[config.mk]
export PLATFORM = sky130hd
export DESIGN_NAME = dma_burst_controller
export DESIGN_NICKNAME = d
export VERILOG_FILES = /design/src/rtl/dma_burst_controller.sv
export SDC_FILE = /design/constraint.sdc
export NUM_CORES = 1
export LEC_CHECK = 0
export CELL_PAD_IN_SITES_DETAIL_PLACEMENT = 1
export CELL_PAD_IN_SITES_GLOBAL_PLACEMENT = 2
export CORE_AREA = 4 4 178 180
export DETAILED_ROUTE_END_ITERATION = 10
export DIE_AREA = 0 0 182 184
export GPL_TIMING_DRIVEN = 0
export PLACE_DENSITY_LB_ADDON = 0.1
export SLEW_MARGIN = 40
export SYNTH_ARGS = -nofsm -noshare
export SYNTH_HDL_FRONTEND = slang
export SYNTH_SLANG_ARGS = --single-unit
[constraint.sdc]
create_clock -name clock -period 6.3 [get_ports clock]
set_input_delay 0.63 -clock clock [delete_from_list [all_inputs] [get_ports clock]]
set_output_delay 0.63 -clock clock [all_outputs]
set_load 0.03 [all_outputs]
[src/rtl/dma_burst_controller.sv]
// DMA sequencer moving word blocks between the system bus and scratchpad port B.
// Configured and started through a custom instruction; transfers run as bursts.
module dma_burst_controller #(
   parameter logic [7:0] customId = 8'd15
) (
   input  logic        clock,
   input  logic        reset,
   input  logic        start,
   input  logic [7:0]  ciN,
   input  logic [31:0] valueA,
   input  logic [31:0] valueB,
   output logic        done,
   output logic [31:0] result,
   output logic [8:0]  memAddress,
   output logic        memWriteEnable,
   output logic [31:0] memWriteData,
   input  logic [31:0] memReadData,
   output logic        requestTransaction,
   input  logic        transactionGranted,
   output logic        beginTransactionOut,
   output logic [31:0] addressDataOut,
   output logic [7:0]  burstSizeOut,
   output logic        readNotWriteOut,
   output logic        dataValidOut,
   output logic        endTransactionOut,
   input  logic        busyIn,
   input  logic        dataValidIn,
   input  logic [31:0] addressDataIn,
   input  logic        endTransactionIn,
   input  logic        busErrorIn
);

   typedef enum logic [3:0] {
      S_IDLE,
      S_REQ,
      S_BEGIN,
      S_RDATA,
      S_WPREF,
      S_WDATA,
      S_WEND,
      S_NEXT,
      S_ERR
   } state_t;

   state_t      state_q, state_d;
   logic [31:0] bus_addr_q, bus_addr_d;
   logic [8:0]  mem_addr_q, mem_addr_d;
   logic [9:0]  block_q, block_d;
   logic [7:0]  burst_q, burst_d;
   logic        error_q, error_d;
   logic        rnw_q, rnw_d;
   logic [9:0]  cnt_q, cnt_d;
   logic [8:0]  beats_q, beats_d;
   logic [8:0]  beat_q, beat_d;
   logic [31:0] wdata_q, wdata_d;
   logic        err_end_q, err_end_d;

   logic        ci_hit;
   logic        ci_we;
   logic [2:0]  ci_sel;
   logic        busy;
   logic        start_ok;
   logic        consume;
   logic [9:0]  remain;
   logic [8:0]  burst_len;
   logic [8:0]  next_beats;
   logic [8:0]  mem_ptr;
   logic [31:0] bus_ptr;
   logic        unused_bits;

   assign ci_hit      = start & (ciN == customId);
   assign ci_sel      = valueA[12:10];
   assign ci_we       = valueA[9];
   assign unused_bits = ^{valueA[31:13], valueA[8:0]};
   assign done        = ci_hit;
   assign busy        = (state_q != S_IDLE);

   assign start_ok = ci_hit & ci_we & (ci_sel == 3'd5) & ~busy
                   & (valueB[0] | valueB[1]);

   assign remain     = block_q - cnt_q;
   assign burst_len  = {1'b0, burst_q} + 9'd1;
   assign next_beats = (remain < {1'b0, burst_len}) ? remain[8:0] : burst_len;

   // SRAM side wraps at 512 words, so only the low counter bits matter
   assign mem_ptr = mem_addr_q + cnt_q[8:0];
   assign bus_ptr = bus_addr_q + {20'd0, cnt_q, 2'b00};
   assign consume = (state_q == S_WDATA) & ~busyIn;

   always_comb begin
      result = '0;
      if (ci_hit) begin
         case (ci_sel)
            3'd1:    result = bus_addr_q;
            3'd2:    result = {23'd0, mem_addr_q};
            3'd3:    result = {22'd0, block_q};
            3'd4:    result = {24'd0, burst_q};
            3'd5:    result = {30'd0, error_q, busy};
            default: result = '0;
         endcase
      end
   end

   always_comb begin
      state_d    = state_q;
      bus_addr_d = bus_addr_q;
      mem_addr_d = mem_addr_q;
      block_d    = block_q;
      burst_d    = burst_q;
      error_d    = error_q;
      rnw_d      = rnw_q;
      cnt_d      = cnt_q;
      beats_d    = beats_q;
      beat_d     = beat_q;
      wdata_d    = wdata_q;
      err_end_d  = err_end_q;

      memAddress          = '0;
      memWriteEnable      = 1'b0;
      memWriteData        = '0;
      requestTransaction  = 1'b0;
      beginTransactionOut = 1'b0;
      addressDataOut      = '0;
      burstSizeOut        = '0;
      readNotWriteOut     = 1'b0;
      dataValidOut        = 1'b0;
      endTransactionOut   = 1'b0;

      if (ci_hit && ci_we && !busy) begin
         case (ci_sel)
            3'd1:    bus_addr_d = {valueB[31:2], 2'b00};
            3'd2:    mem_addr_d = valueB[8:0];
            3'd3:    block_d    = valueB[9:0];
            3'd4:    burst_d    = valueB[7:0];
            default: ;
         endcase
      end

      if (start_ok) begin
         error_d = 1'b0;
         rnw_d   = valueB[0];
         cnt_d   = '0;
         if (block_q != 10'd0) state_d = S_REQ;
      end

      case (state_q)
         S_IDLE: ;
         S_REQ: begin
            requestTransaction = 1'b1;
            if (transactionGranted) state_d = S_BEGIN;
         end
         S_BEGIN: begin
            requestTransaction  = 1'b1;
            beginTransactionOut = 1'b1;
            addressDataOut      = bus_ptr;
            burstSizeOut        = next_beats[7:0] - 8'd1;
            readNotWriteOut     = rnw_q;
            beats_d             = next_beats;
            beat_d              = '0;
            if (rnw_q) begin
               state_d = S_RDATA;
            end else begin
               memAddress = mem_ptr;
               state_d    = S_WPREF;
            end
         end
         S_RDATA: begin
            requestTransaction = 1'b1;
            if (dataValidIn && (beat_q < beats_q)) begin
               memWriteEnable = 1'b1;
               memAddress     = mem_ptr;
               memWriteData   = addressDataIn;
               cnt_d          = cnt_q + 10'd1;
               beat_d         = beat_q + 9'd1;
            end
            if (endTransactionIn) state_d = S_NEXT;
         end
         S_WPREF: begin
            requestTransaction = 1'b1;
            wdata_d            = memReadData;
            memAddress         = mem_ptr + 9'd1;
            state_d            = S_WDATA;
         end
         S_WDATA: begin
            requestTransaction = 1'b1;
            dataValidOut       = 1'b1;
            addressDataOut     = wdata_q;
            // read port always runs one word ahead of the word on the bus
            if (consume) begin
               memAddress = mem_ptr + 9'd2;
               wdata_d    = memReadData;
               cnt_d      = cnt_q + 10'd1;
               beat_d     = beat_q + 9'd1;
               if (beat_q == beats_q - 9'd1) state_d = S_WEND;
            end else begin
               memAddress = mem_ptr + 9'd1;
            end
         end
         S_WEND: begin
            requestTransaction = 1'b1;
            endTransactionOut  = 1'b1;
            state_d            = S_NEXT;
         end
         S_NEXT: begin
            state_d = (remain != 10'd0) ? S_REQ : S_IDLE;
         end
         S_ERR: begin
            endTransactionOut = err_end_q;
            state_d           = S_IDLE;
         end
         default: state_d = S_IDLE;
      endcase

      if (busy && (state_q != S_ERR) && busErrorIn) begin
         state_d   = S_ERR;
         error_d   = 1'b1;
         err_end_d = state_q inside {S_BEGIN, S_RDATA, S_WPREF, S_WDATA, S_WEND};
      end
   end

   always_ff @(posedge clock or negedge reset) begin
      if (!reset) begin
         state_q    <= S_IDLE;
         bus_addr_q <= '0;
         mem_addr_q <= '0;
         block_q    <= '0;
         burst_q    <= '0;
         error_q    <= 1'b0;
         rnw_q      <= 1'b0;
         cnt_q      <= '0;
         beats_q    <= '0;
         beat_q     <= '0;
         wdata_q    <= '0;
         err_end_q  <= 1'b0;
      end else begin
         state_q    <= state_d;
         bus_addr_q <= bus_addr_d;
         mem_addr_q <= mem_addr_d;
         block_q    <= block_d;
         burst_q    <= burst_d;
         error_q    <= error_d;
         rnw_q      <= rnw_d;
         cnt_q      <= cnt_d;
         beats_q    <= beats_d;
         beat_q     <= beat_d;
         wdata_q    <= wdata_d;
         err_end_q  <= err_end_d;
      end
   end

endmodule

[Yosys cells after proc, flatten, opt, wreduce, memory -nomap -nowiden]
Cells that the tools add are included.
Word-level totals
  register bits after elaboration: 124
  bits of input ports: 144
  output and inout bits: 120
Operators by class
  add/sub/neg operators: 10
  order comparisons: 2
  eq/ne operators: 18
  multiplexer cells: 39
  bitwise gates (word level): 9
  reduce and logical (&&, ||, !) cells: 21
Operators with widths (count)
  32-bit one-hot mux with 5 select lines: 1
  32-bit 2-to-1 mux: 4
  32-bit one-hot mux with 2 select lines: 2
  9-bit 2-to-1 mux: 6
  9-bit one-hot mux with 4 select lines: 1
  32-bit by 12-bit adder with 32-bit output: 1
  4-bit one-hot mux with 8 select lines: 1
  10-bit 2-to-1 mux: 3
  4-bit 2-to-1 mux: 7
  9-bit one-hot mux with 3 select lines: 1
  10-bit one-hot mux with 2 select lines: 1
  10-bit nonzero test: 2
  9-bit by 1-bit adder with 9-bit output, second input constant: 2
  4-bit by 3-bit equality test with 1-bit output, second input constant: 4
  10-bit by 1-bit adder with 10-bit output, second input constant: 1
  10-bit by 9-bit less-than comparator with 1-bit output: 1
  2-bit AND reduction: 5
  10-bit subtractor: 1
  8-bit by 1-bit adder with 9-bit output, second input constant: 1
  9-bit by 2-bit adder with 9-bit output, second input constant: 1
  9-bit adder: 1
  9-bit equality test: 1
  9-bit less-than comparator: 1
  1-bit 2-to-1 mux: 9
  26 further kinds: 41

[Logic depth before layout (Yosys ltp)]
  depth in word-level cells: 11
  gate-level depth with buffers: 21
  mapped depth without buffers: 21

[Worst setup path after synthesis]
No wires, ideal clock.
  path kind: reg-to-output
  from: register cnt_q[1]
  to: output burstSizeOut[6]
  data arrival time: 4.530 ns
  slack: 1.140 ns
  stages on the path, launching flop included: 22
  cell sequence: dfrtp_1 inv_1 ha_1 nor2b_1 o2111ai_1 a21boi_1 o21ai_1 xnor2_1 ha_1 a21oi_1 nand3b_1 a31oi_1 a21oi_1 o21ai_1 nand3b_2 mux2_2 ha_1 nand2_1 nor4_1 xor2_1 nor2_1 a211oi_1
On the way
  longest elaborated chain between the ends: 5
Ends and longest elaborated chain
  start, declared: RTL line 52  | logic [9:0] cnt_q, cnt_d;
  start signal, assigned: RTL line 243  | cnt_q <= cnt_d;
  10-bit subtractor (*): RTL line 81  | assign remain = block_q - cnt_q;
  10-bit by 9-bit less-than comparator with 1-bit output: RTL line 83  | assign next_beats = (remain < {1'b0, burst_len}) ? remain[8:0] : burst_len;
  9-bit 2-to-1 mux (*): RTL line 83
  8-bit by 1-bit subtractor with 8-bit output (*): RTL line 156  | burstSizeOut = next_beats[7:0] - 8'd1;
  8-bit 2-to-1 mux (*): RTL line 146  | case (state_q)
  end, declared: RTL line 22  | output logic [7:0] burstSizeOut,
Mark *: on every way between the ends. The rest lies on a longest branch, timed or not.

[Worst setup path in the final report]
  from: register cnt_q[0]
  to: output burstSizeOut[6]
Same word-level chain as after synthesis.

==> impl_metrics.tcl <==
set metrics [dict create \
    cts_hold_buf 0 \
    slew_violations 0 \
    syn_to_final_growth_pct 38.7 \
    cpPeakStageDelay_ns 0.52 \
    p_int_mw 2.40 \
    cts_tree "yes" \
    ys_ff_latch 124 \
    seqPwrFrac 0.283 \
    cp_slowest_cell "dfrtp_1" \
    p_per_area_nw_per_um2 310 \
    fin_skew_ns 0.0140 \
    dp_hpwl_mm 26.4 \
    clock_sinks 124 \
    yosys_most_used_dff "dfrtp_1" \
    synthAdderAreaFrac 0.0742 \
    peakVddDrop_mv 0.117 \
    leakage_nw 5.48 \
    synth_top_family_by_area "simple AND/OR/NAND/NOR gates" \
    power_switching_mw 1.57 \
    hold_violations 0 \
    multiInputGateArea_sq_um 5810 \
    synth-simple-area-share 0.207 \
    drc 0 \
    drt_iter0_markers 322 \
    cts_buffers 17 \
    worstPathArrival_ns 5.49 \
    yosysSeqAreaShare 0.336 \
    cp_max_fo 7 \
    layout.nets 1470 \
    first_pass_iters 5 \
    end_kind "primary output" \
    grt_remaining_overflow 0 \
    worst_pin_slew_ns 0.798 \
    comb_power_share 0.446 \
    yosysWarnings 0 \
    p_clk_frac 0.271 \
    finalSetupViolations 0 \
    synthArstFlopShare 1.00 \
    placed_cells 1650 \
    status "complete, no violations" \
    synth_top_area_cell "dfrtp_1" \
    fin_cells 1681 \
    synth_xor_area_frac 0.0787 \
    slew-limit-headroom 0.468 \
    ioPinCount 264 \
    synth.cell_area_sq_um 9240 \
    cts_setup_buffers 0 \
    holdWs_ns 0.0959 \
    cp.required_ns 5.67 \
    drive_above_1_share 0.105 \
    period_minus_slack_ns 6.12 \
    via_count 8596 \
    register_area_sq_um 3110 \
    switching_share 0.396 \
    grt_usage 0.200 \
    ctsLongestPathBuffers 2 \
    synthesis.nets 1214 \
    via_per_inst 5.11 \
    synthCells 1017 \
    rows 64 \
    muxShareOfSynthArea 0.114 \
    wl_per_cell_um 20.0 \
    worst-setup-path-type "reg -> out" \
    grt_pass1_vias 9177 \
    initial_core_util 0.306 \
    synth_top_area_frac 0.336 \
    synth.area.top_cells "dfrtp_1 34%, mux2_2 7.2%, ha_1 6.8%" \
    gp_congestion 0.833 \
    clockRootBuffer "clkbuf_16" \
    holdCritPathClass "in -> async" \
    period_share 0.972 \
    cp.buffers_inverters 2 \
    cap_violations 0 \
    yosysUniqueCellTypes 81 \
    rsz0062_at_grt "yes" \
    fp.dieW_um 182 \
    clk_pin_slew_ns 0.06 \
    worstSetupStartpointType "flip-flop" \
    dp_slack_ns -0.242 \
    ant_nets 0 \
    synth_edf_count 0 \
    insertion_delay_ns 0.43 \
    fill_cells 3511 \
    synth_compound_area_frac 0.151 \
    fmax_ghz 0.163 \
    htree_levels 4 \
    coreArea_sq_um 30200 \
    die_y_um 184 \
    num_antenna_cells 0 \
    io_buffers 235 \
    critical-path-top-delay-family "compound AO/OA/AOI/OAI gates" \
    grt_pass1_wl_mm 53.1 \
    antenna_found_initial 1 \
    fin_ws_ns 0.177 \
    avgSynthCellArea_sq_um 9.09 \
    final_cell_mix "231 x clkdlybuf4s50_1, 122 x dfrtp_1, 89 x nand2_1" \
    grt_max_degree 48 \
    crit_chain "ha_1 > inv_1 > fa_1 > a21o_1 > a2111o_1 > xor2_1 > ha_1 > a21oi_1 > nand3b_1 > a31oi_1 > a21oi_1 > o21ai_1 > nand3b_2 > mux2i_2 > ha_2 > nand2_1 > nor4_2 > xor2_1 > nor2_1 > a211oi_1 > clkdlybuf4s15_2" \
    routed_wl_mm 33.7 \
    total_power_mw 3.97 \
    die_area_sq_um 33500 \
    final_common_cell "clkdlybuf4s50_1" \
]
[flip-flops by register name (all words and copies together), names as in the netlist]
| register | count |
|---|---|
| state_q | 4 |
| beats_q | 9 |
| burst_q | 8 |
| block_q | 10 |
| err_end_q | 1 |
| rnw_q | 1 |
| wdata_q | 32 |
| mem_addr_q | 9 |
| cnt_q | 10 |
| error_q | 1 |
| beat_q | 9 |
| bus_addr_q | 30 |
[final timing paths]
check / from / to / depth (start not counted) / slack, ns
min in group clock: wdata_q[0] / wdata_q[0] / 1 / 0.50
max reg2reg: cnt_q[0] / beats_q[2] / 15 / 2.30
min reg2reg: wdata_q[0] / wdata_q[0] / 1 / 0.50
min: reset / mem_addr_q[8] / 1 / 0.1
max: cnt_q[0] / burstSizeOut[6] / 21 / 0.18
max in group asynchronous: reset / wdata_q[21] / 3 / 5.36
[synthesized netlist by cell type, drive strengths merged, types with 5 or more instances]
library cell,n
nand2,89
a22o,11
nand2b,9
nor3b,8
or3,5
a22oi,6
nand3b,5
dfrtp,124
nand3,36
o211ai,7
and2,40
o221ai,6
buf,19
or2,6
clkbuf,26
a211oi,7
nor3,24
o31ai,6
inv,42
xnor2,49
a21o,10
xor2,31
mux2i,5
ha,50
mux2,89
nor2,65
nor4,5
and3,43
a222oi,6
a21oi,43
nor2b,17
o21ai,73
[power by group through the flow]
stage / Clock, mW / Combinational (mW) / Sequential (mW)
detailed placement: 0 / 1.77 / 1.13
floorplan: 0 / 1.21 / 1.07
global placement: 0 / 1.74 / 1.13
global route: 1.14 / 1.97 / 1.14
finish: 1.08 / 1.77 / 1.12
CTS: 1.10 / 1.79 / 1.12
[what timing repair did]
item                       CTS  global route
hold endpoints to repair     0             0
gates resized for setup      8             5
setup endpoints to repair    3             3
[through the flow]
step	TNS (ns)	cell area, sq um	util
after CTS	0	12800	0.424
after global placement	-113.99	12100	0.400
final	0	12800	0.424
after floorplan	0	9240	-
after global routing	-0.222	12800	0.424
after detailed placement	-0.242	12200	0.403
[layout make-up]
class	count	area share
flip-flops and latches	124	0.242
multi-input cells	805	0.453
clock buffers	18	0.0343
inverters	43	0.0126
repair buffers	237	0.189
well taps	396	0.0387
plain buffers	45	0.0154
clock inverters	13	0.0148
[kinds of logic (layout without fill, tap and decap cells)]
family | Yosys count | in the layout
flops | 124 | 124
xor+xnor | 80 | 80
fa+ha+maj | 53 | 53
compound gates | 213 | 213
buf+inv | 88 | 356
mux | 94 | 94
simple gates | 365 | 365
[per-layer routing]
layer / global-route usage / vias up / share of wire
li1: - / 4146 / -
met1: 0.265 / 4193 / 0.46
met2: 0.332 / 239 / 0.46
met3: 0.0570 / 16 / 0.069
met4: 0.0363 / 2 / 0.0072
met5: 0 / - / 0.00036
No activity file was read; power rests on OpenSTA's default activity.
